`config.mk`:
```
export PLATFORM = sky130hd
export DESIGN_NAME = rsa_mont_pre
export DESIGN_NICKNAME = d
export VERILOG_FILES = /design/src/rtl/rsa_mont_pre.sv
export SDC_FILE = /design/constraint.sdc
export NUM_CORES = 2
export LEC_CHECK = 0
export ABC_AREA = 1
export BUFFER_PORTS_ARGS = -buffer_cell sky130_fd_sc_hd__buf_2
export CAP_MARGIN = 10
export CORE_ASPECT_RATIO = 1.4
export CORE_MARGIN = 2
export CORE_UTILIZATION = 65
export CTS_BUF_LIST = sky130_fd_sc_hd__clkbuf_16
export DETAILED_ROUTE_END_ITERATION = 8
export PLACE_DENSITY_LB_ADDON = 0.15
export SETUP_SLACK_MARGIN = 0.15
export SYNTH_ARGS = -nofsm -noshare
export SYNTH_HDL_FRONTEND = slang
export SYNTH_SLANG_ARGS = --single-unit
```
`constraint.sdc`:
```
create_clock -name clk -period 6.7 [get_ports clk]
set_clock_uncertainty 0.05 [all_clocks]
set_input_delay 1.005 -clock clk [delete_from_list [all_inputs] [get_ports clk]]
set_output_delay 1.005 -clock clk [all_outputs]
set_load 0.01 [all_outputs]
```
`src/rtl/rsa_mont_pre.sv`:
```
// Montgomery pre-processing: result_o = A * 2^WIDTH mod N via bit-serial shift/conditional-subtract.
// Optional RSA_PRE_RADIX4_EN: two chained steps per CALC cycle, halving the iteration count.
module rsa_mont_pre #(
  parameter int WIDTH = 256
) (
  input  logic             clk,
  input  logic             reset,
  input  logic             start,
  input  logic [WIDTH-1:0] n_i,
  input  logic [WIDTH-1:0] a_i,
  output logic [WIDTH-1:0] result_o,
  output logic             ready,
  output logic             busy,
  output logic             beg_pre,
  output logic [1:0]       pre_state
);

  typedef enum logic [1:0] {
    IDLE = 2'd0,
    CALC = 2'd1,
    DONE = 2'd2
  } state_t;

`ifdef RSA_PRE_RADIX4_EN
  localparam int STEPS = WIDTH / 2;
`else
  localparam int STEPS = WIDTH;
`endif
  localparam int             CW   = (STEPS > 1) ? $clog2(STEPS) : 1;
  localparam logic [CW-1:0]  LAST = CW'(STEPS - 1);

  state_t           state;
  state_t           state_next;
  logic [WIDTH-1:0] r;
  logic [WIDTH-1:0] r_step;
  logic [WIDTH-1:0] n_q;
  logic [CW-1:0]    cnt;

  // One doubling mod n. The compare is a full WIDTH+1-bit compare of {r,0};
  // the subtract can stay WIDTH bits because the true difference is below n.
  function automatic logic [WIDTH-1:0] mont_step(input logic [WIDTH-1:0] r_in,
                                                 input logic [WIDTH-1:0] n);
    logic [WIDTH-1:0] sh;
    logic             ge;
    sh = {r_in[WIDTH-2:0], 1'b0};
    ge = ({r_in, 1'b0} >= {1'b0, n});
    return ge ? (sh - n) : sh;
  endfunction

`ifdef RSA_PRE_RADIX4_EN
  assign r_step = mont_step(mont_step(r, n_q), n_q);
`else
  assign r_step = mont_step(r, n_q);
`endif

  always_comb begin
    // NOTE: default assigned first so no path leaves state_next unassigned (no latch).
    state_next = state;
    case (state)
      IDLE:    if (start) state_next = CALC;
      CALC:    if (cnt == LAST) state_next = DONE;
      DONE:    state_next = IDLE;
      default: state_next = IDLE;
    endcase
  end

  always_ff @(posedge clk or negedge reset) begin
    // NOTE: every register here is plain state (no memory array), so all of it is cleared on reset.
    if (!reset) begin
      state    <= IDLE;
      r        <= '0;
      n_q      <= '0;
      cnt      <= '0;
      result_o <= '0;
      ready    <= 1'b0;
      beg_pre  <= 1'b0;
    end else begin
      // NOTE: non-blocking so every register samples the pre-edge values of the others.
      state   <= state_next;
      ready   <= (state == DONE);
      beg_pre <= (state == IDLE) && start;
      case (state)
        IDLE: begin
          if (start) begin
            n_q <= n_i;
            r   <= a_i;
            cnt <= '0;
          end
        end
        CALC: begin
          r   <= r_step;
          cnt <= cnt + CW'(1);
        end
        DONE:    result_o <= r;
        default: ;
      endcase
    end
  end

  assign busy      = (state != IDLE);
  assign pre_state = state;

endmodule

```
==> impl_metrics.toml, run 1 <==
[outcome]
status = "stopped before the end"
stop_stage = "global routing"
firstError = "[ERROR GRT-0116] Global routing finished with congestion. Check the congestion regions in the DRC Viewer."

[place]
numPortBuffers = 775
routabilityCongestion = 1.63
place_worst_setup_slack_ns = 2.01
numPlacedInstances = 13564
placed_wire_length_estimate_um = 250000

[clock_network]
cts_max_path_buffers = 3
post_cts_buffers = 0
cts.htree.levels = 3
cts_hold_repair.buffers = 0
clk_root_buffer_cell = "sky130_fd_sc_hd__clkbuf_16"
cts.repair.resized = 0
clock-sinks = 780
cts_buffers = 79

[floorplanning]
floorplan.io_pins = 776
die_h_um = 385
die_w_um = 276
floorplan.rows = 139
start_util = 0.657

[logic_synthesis]
netlist-cell-type-count = 46
synth_area_per_cell_um2 = 5.76
yosys.area.top_type = "sky130_fd_sc_hd__dfrtp_1"
synth_edf_count = 0
syn-cell-area_um2 = 67500
synth-main-ff-cell = "sky130_fd_sc_hd__dfrtp_1"
synthesis.instances = 11718
proportion_of_netlist_area_held_by_the_largest_area_contributor = 0.289
ys_seq_area_frac = 0.289
yosysWarningCount = 0
syn_nets = 12491
synth.top_cells.by_area = "sky130_fd_sc_hd__dfrtp_1 (29%), sky130_fd_sc_hd__nand2_1 (25%), sky130_fd_sc_hd__inv_1 (15%)"
postSynthRegisterBits = 780
ys_async_sr_fraction = 1.00

[global_routing]
globalRouteTotalUtil = 0.653
grt_remaining_overflow = 224
grt_first_pass_wirelength_um = 522000
grt_pass1_vias = 82205
grt_max_degree = 208
-- Yosys cell counts, types with 8 or more instances --
master,n
sky130_fd_sc_hd__dfrtp_1,780
sky130_fd_sc_hd__clkbuf_1,204
sky130_fd_sc_hd__nand2_1,4564
sky130_fd_sc_hd__o21ai_0,781
sky130_fd_sc_hd__nor3_1,59
sky130_fd_sc_hd__nor2_1,716
sky130_fd_sc_hd__nand2_2,9
sky130_fd_sc_hd__inv_1,2685
sky130_fd_sc_hd__nor2_2,31
sky130_fd_sc_hd__o31ai_1,72
sky130_fd_sc_hd__a21oi_1,303
sky130_fd_sc_hd__nand3b_1,67
sky130_fd_sc_hd__nand3_1,577
sky130_fd_sc_hd__buf_4,8
sky130_fd_sc_hd__o21bai_1,59
sky130_fd_sc_hd__buf_2,71
sky130_fd_sc_hd__o21ai_1,54
sky130_fd_sc_hd__ha_1,257
sky130_fd_sc_hd__inv_2,42
sky130_fd_sc_hd__a21boi_1,62
sky130_fd_sc_hd__nand4_1,65
sky130_fd_sc_hd__xnor2_1,124
sky130_fd_sc_hd__a21boi_0,58
sky130_fd_sc_hd__buf_1,15
-- metrics by stage --
| step | hold slack (ns) | util | instance area (µm²) |
|---|---|---|---|
| 3_5_place_dp | 0.418 | 0.703 | 72300 |
| 3_3_place_gp | 0.412 | 0.703 | 72300 |
| 4_1_cts | 0.372 | 0.728 | 74800 |
| 2_1_floorplan | 0.429 | - | 67500 |
-- kinds of logic after synthesis --
| family | after synthesis | share of synthesized area |
|---|---|---|
| simple gates | 6120 | 0.362 |
| buf+inv | 3030 | 0.171 |
| compound gates | 1402 | 0.114 |
| flops | 780 | 0.289 |
| fa+ha+maj | 258 | 0.0479 |
| xor+xnor | 128 | 0.0166 |
-- layer usage --
layer / overflow / track usage
met1: 2 / 0.660
met2: 134 / 0.870
met3: 1 / 0.440
met4: 86 / 0.629
met5: 1 / 0.179
==> run 2, diff against run 1 <==
Settings changed: CORE_ASPECT_RATIO 1.4 to unset, CORE_UTILIZATION 65 to 40, CTS_BUF_LIST sky130_fd_sc_hd__clkbuf_16 to unset, SETUP_SLACK_MARGIN 0.15 to unset.
==> run 2 against run 1 <==
Net effect:
- the run now ends clean
- synthesized area is the same
- synthesized cell count is the same
==> impl_metrics.toml, run 2 <==
[outcome]
status = "finished, final reports clean"

[routing]
drt_drc_violations_left = 0
routed_via_density = 5.25
drtIter0Drc = 8763
drt_wl_total_um = 371000
post_drt_wl_per_cell_um = 25.4
postRouteAntennaNets = 0
drt_first_pass_iters = 8
route.vias.total = 76744

[worst_setup_path]
startpoint_type_of_the_worst_setup_path = "register"
kind_of_end_point_of_the_critical_path = "register"
setup_slack_reg_to_reg_ns = 1.61
cp_max_fo = 112
critical_path.top_delay_family = "simple AND/OR/NAND/NOR gates"
critPathMostFrequentCell = "sky130_fd_sc_hd__nand2_1"
critical_path.max_stage_delay_ns = 0.53
worstPathRequired_ns = 7.28
worstSetupStartpoint = "r[125]$_DFFE_PN0P_"
crit-reg2reg-launch = "r[125]$_DFFE_PN0P_"
critical_path.n_buffers_inverters = 6
cp.arrival_ns = 5.68
cpMaxStageDelayCell = "sky130_fd_sc_hd__nand2_8"
worstPathCellList = "ha_1, nand2_1, nor2_2, inv_2, nor3_2, nand2_1, clkinv_1, nand2_1, nand2_1, inv_2, nand2_1, inv_1, nand2_1, nand2_8, nand2_8, buf_12, nand2_1, o21ai_1, nand2_1, nand2_1, inv_1"
crit_type = "reg -> reg"

[place]
place_worst_setup_slack_ns = 1.70
placed_wire_length_estimate_um = 319000
numPortBuffers = 775
routabilityCongestion = 1.11
numPlacedInstances = 14442

[clock_network]
cts.htree.levels = 3
clk_root_buffer_cell = "sky130_fd_sc_hd__clkbuf_16"
cts.repair.resized = 0
cts_hold_repair.buffers = 0
cts_tree = "built"
cts.reportedPaths.clkPinSlew_ns = 0.06
clock-sinks = 780
clock_insertion_delay_at_the_later_pin_of_the_skew_report_ns = 0.78
cts_max_path_buffers = 3
post_cts_buffers = 0
cts_buffers = 86

[finish]
biggestRegsByFlops = "n_q x256, r x256, result_o x256"
most-common-layout-cells = "sky130_fd_sc_hd__nand2_1 (4562), sky130_fd_sc_hd__inv_1 (2684), sky130_fd_sc_hd__o21ai_0 (781), sky130_fd_sc_hd__dfrtp_1 (780), sky130_fd_sc_hd__buf_2 (774)"
area_growth_syn_to_layout_pct = 13.2
final_common_cell = "sky130_fd_sc_hd__nand2_1"
final_cell_count_no_fill = 14613
finish.net_count = 13099
layout-drive-gt1-share = 0.0855

[logic_synthesis]
synth_commonest_cells = "sky130_fd_sc_hd__nand2_1 (4564), sky130_fd_sc_hd__inv_1 (2685), sky130_fd_sc_hd__o21ai_0 (781)"
syn-cell-area_um2 = 67500
ys_async_sr_fraction = 1.00
most_frequent_cell_after_synthesis = "sky130_fd_sc_hd__nand2_1"
yosysWarningCount = 0
syn_nets = 12491
synth_area_per_cell_um2 = 5.76
ys_seq_area_frac = 0.289
synthesis.instances = 11718
yosys.area.top_type = "sky130_fd_sc_hd__dfrtp_1"
synth_edf_count = 0
proportion_of_netlist_area_held_by_the_largest_area_contributor = 0.289
postSynthRegisterBits = 780
synth-main-ff-cell = "sky130_fd_sc_hd__dfrtp_1"
synth.top_cells.by_area = "sky130_fd_sc_hd__dfrtp_1 (29%), sky130_fd_sc_hd__nand2_1 (25%), sky130_fd_sc_hd__inv_1 (15%)"
netlist-cell-type-count = 46

[global_routing]
antenna_found_initial = 24
grt_first_pass_wirelength_um = 517000
grt_max_degree = 178
grt_pass1_vias = 72981
grt_remaining_overflow = 0
globalRouteTotalUtil = 0.419

[timing]
period_needed_ns = 5.09
fmax_ghz = 0.196
totalNegativeSetupSlack_ns = 0
finalHoldWorstSlack_ns = 0.275
setup-violations-final = 0
timing_worst_slew_pin_value_ns = 1.36
maxSlewHeadroom = 0.0921
setup_slack_ns = 1.61
timing_hold_violations_final = 0
timing.final.crit_share = 0.760
finalMaxSlewViolations = 0
rsz0062_at_grt = "no"

[hold_path]
min_path_type = "in -> async"

[pwr]
max-vdd-ir-drop_uv = 410
powerDensity_nw_per_um2 = 621
static-leakage-power_uw = 0.0454

[floorplanning]
die_w_um = 415
die_h_um = 415
floorplan.rows = 150
floorplan.io_pins = 776
start_util = 0.403
die-area_um2 = 172000
floorplan.core_area_um2 = 167000

[run]
max_cap_viol_count = 0
## run 2: kinds of logic after synthesis
kind of cell,synth area share
AO/OA/AOI/OAI,0.114
XOR/XNOR,0.0166
adder cells (fa/ha/maj),0.0479
buffers and inverters,0.171
flip-flops,0.289
AND/OR/NAND/NOR,0.362
## run 2: layer usage
metal,GRT usage,vias up,wire [µm]
met5,0,-,26
met3,0.0871,636,33000
met4,0.235,4,23700
met2,0.658,3790,162000
li1,-,36249,-
met1,0.537,36065,152000
## run 2: cell type report
type                    count  area [µm²]
diodes                     16        40.0
clock inverters            28         355
clock buffers             127        2550
inverters                2728       10300
flip-flops and latches    780       19500
repair buffers            822        4390
multi-input cells        7908       36500
well taps                2204        2760
fillers                 17954       91000
## run 2: path summary, 6_finish.rpt
kind                       depth (start not counted)                        to
hold / removal                                     1  result_o[68]$_DFFE_PN0P_
max in group asynchronous                          2        r[220]$_DFFE_PN0P_
hold reg to reg                                    2  result_o[67]$_DFFE_PN0P_
setup reg to reg                                  21        r[127]$_DFFE_PN0P_
min in group clk                                   3      n_q[247]$_DFFE_PN0P_
setup / recovery                                  21        r[127]$_DFFE_PN0P_
## run 2: through the flow
| step | total power (µW) | util | instance area, µm² |
|---|---|---|---|
| floorplan | 27400 | - | 67500 |
| global placement | 40800 | 0.439 | 73400 |
| detailed placement | 41100 | 0.439 | 73400 |
| CTS | 46200 | 0.456 | 76300 |
| global route | 50300 | 0.456 | 76300 |
| finish | 47500 | 0.456 | 76400 |
## run 2: where the power goes
group | internal [µW] | total [µW] | switching (µW)
clock | 2780 | 4970 | 2190
combinational | 9370 | 35500 | 26100
sequential | 6180 | 6990 | 810
total | 18300 | 47500 | 29100
(Power assumes the default switching activity.)
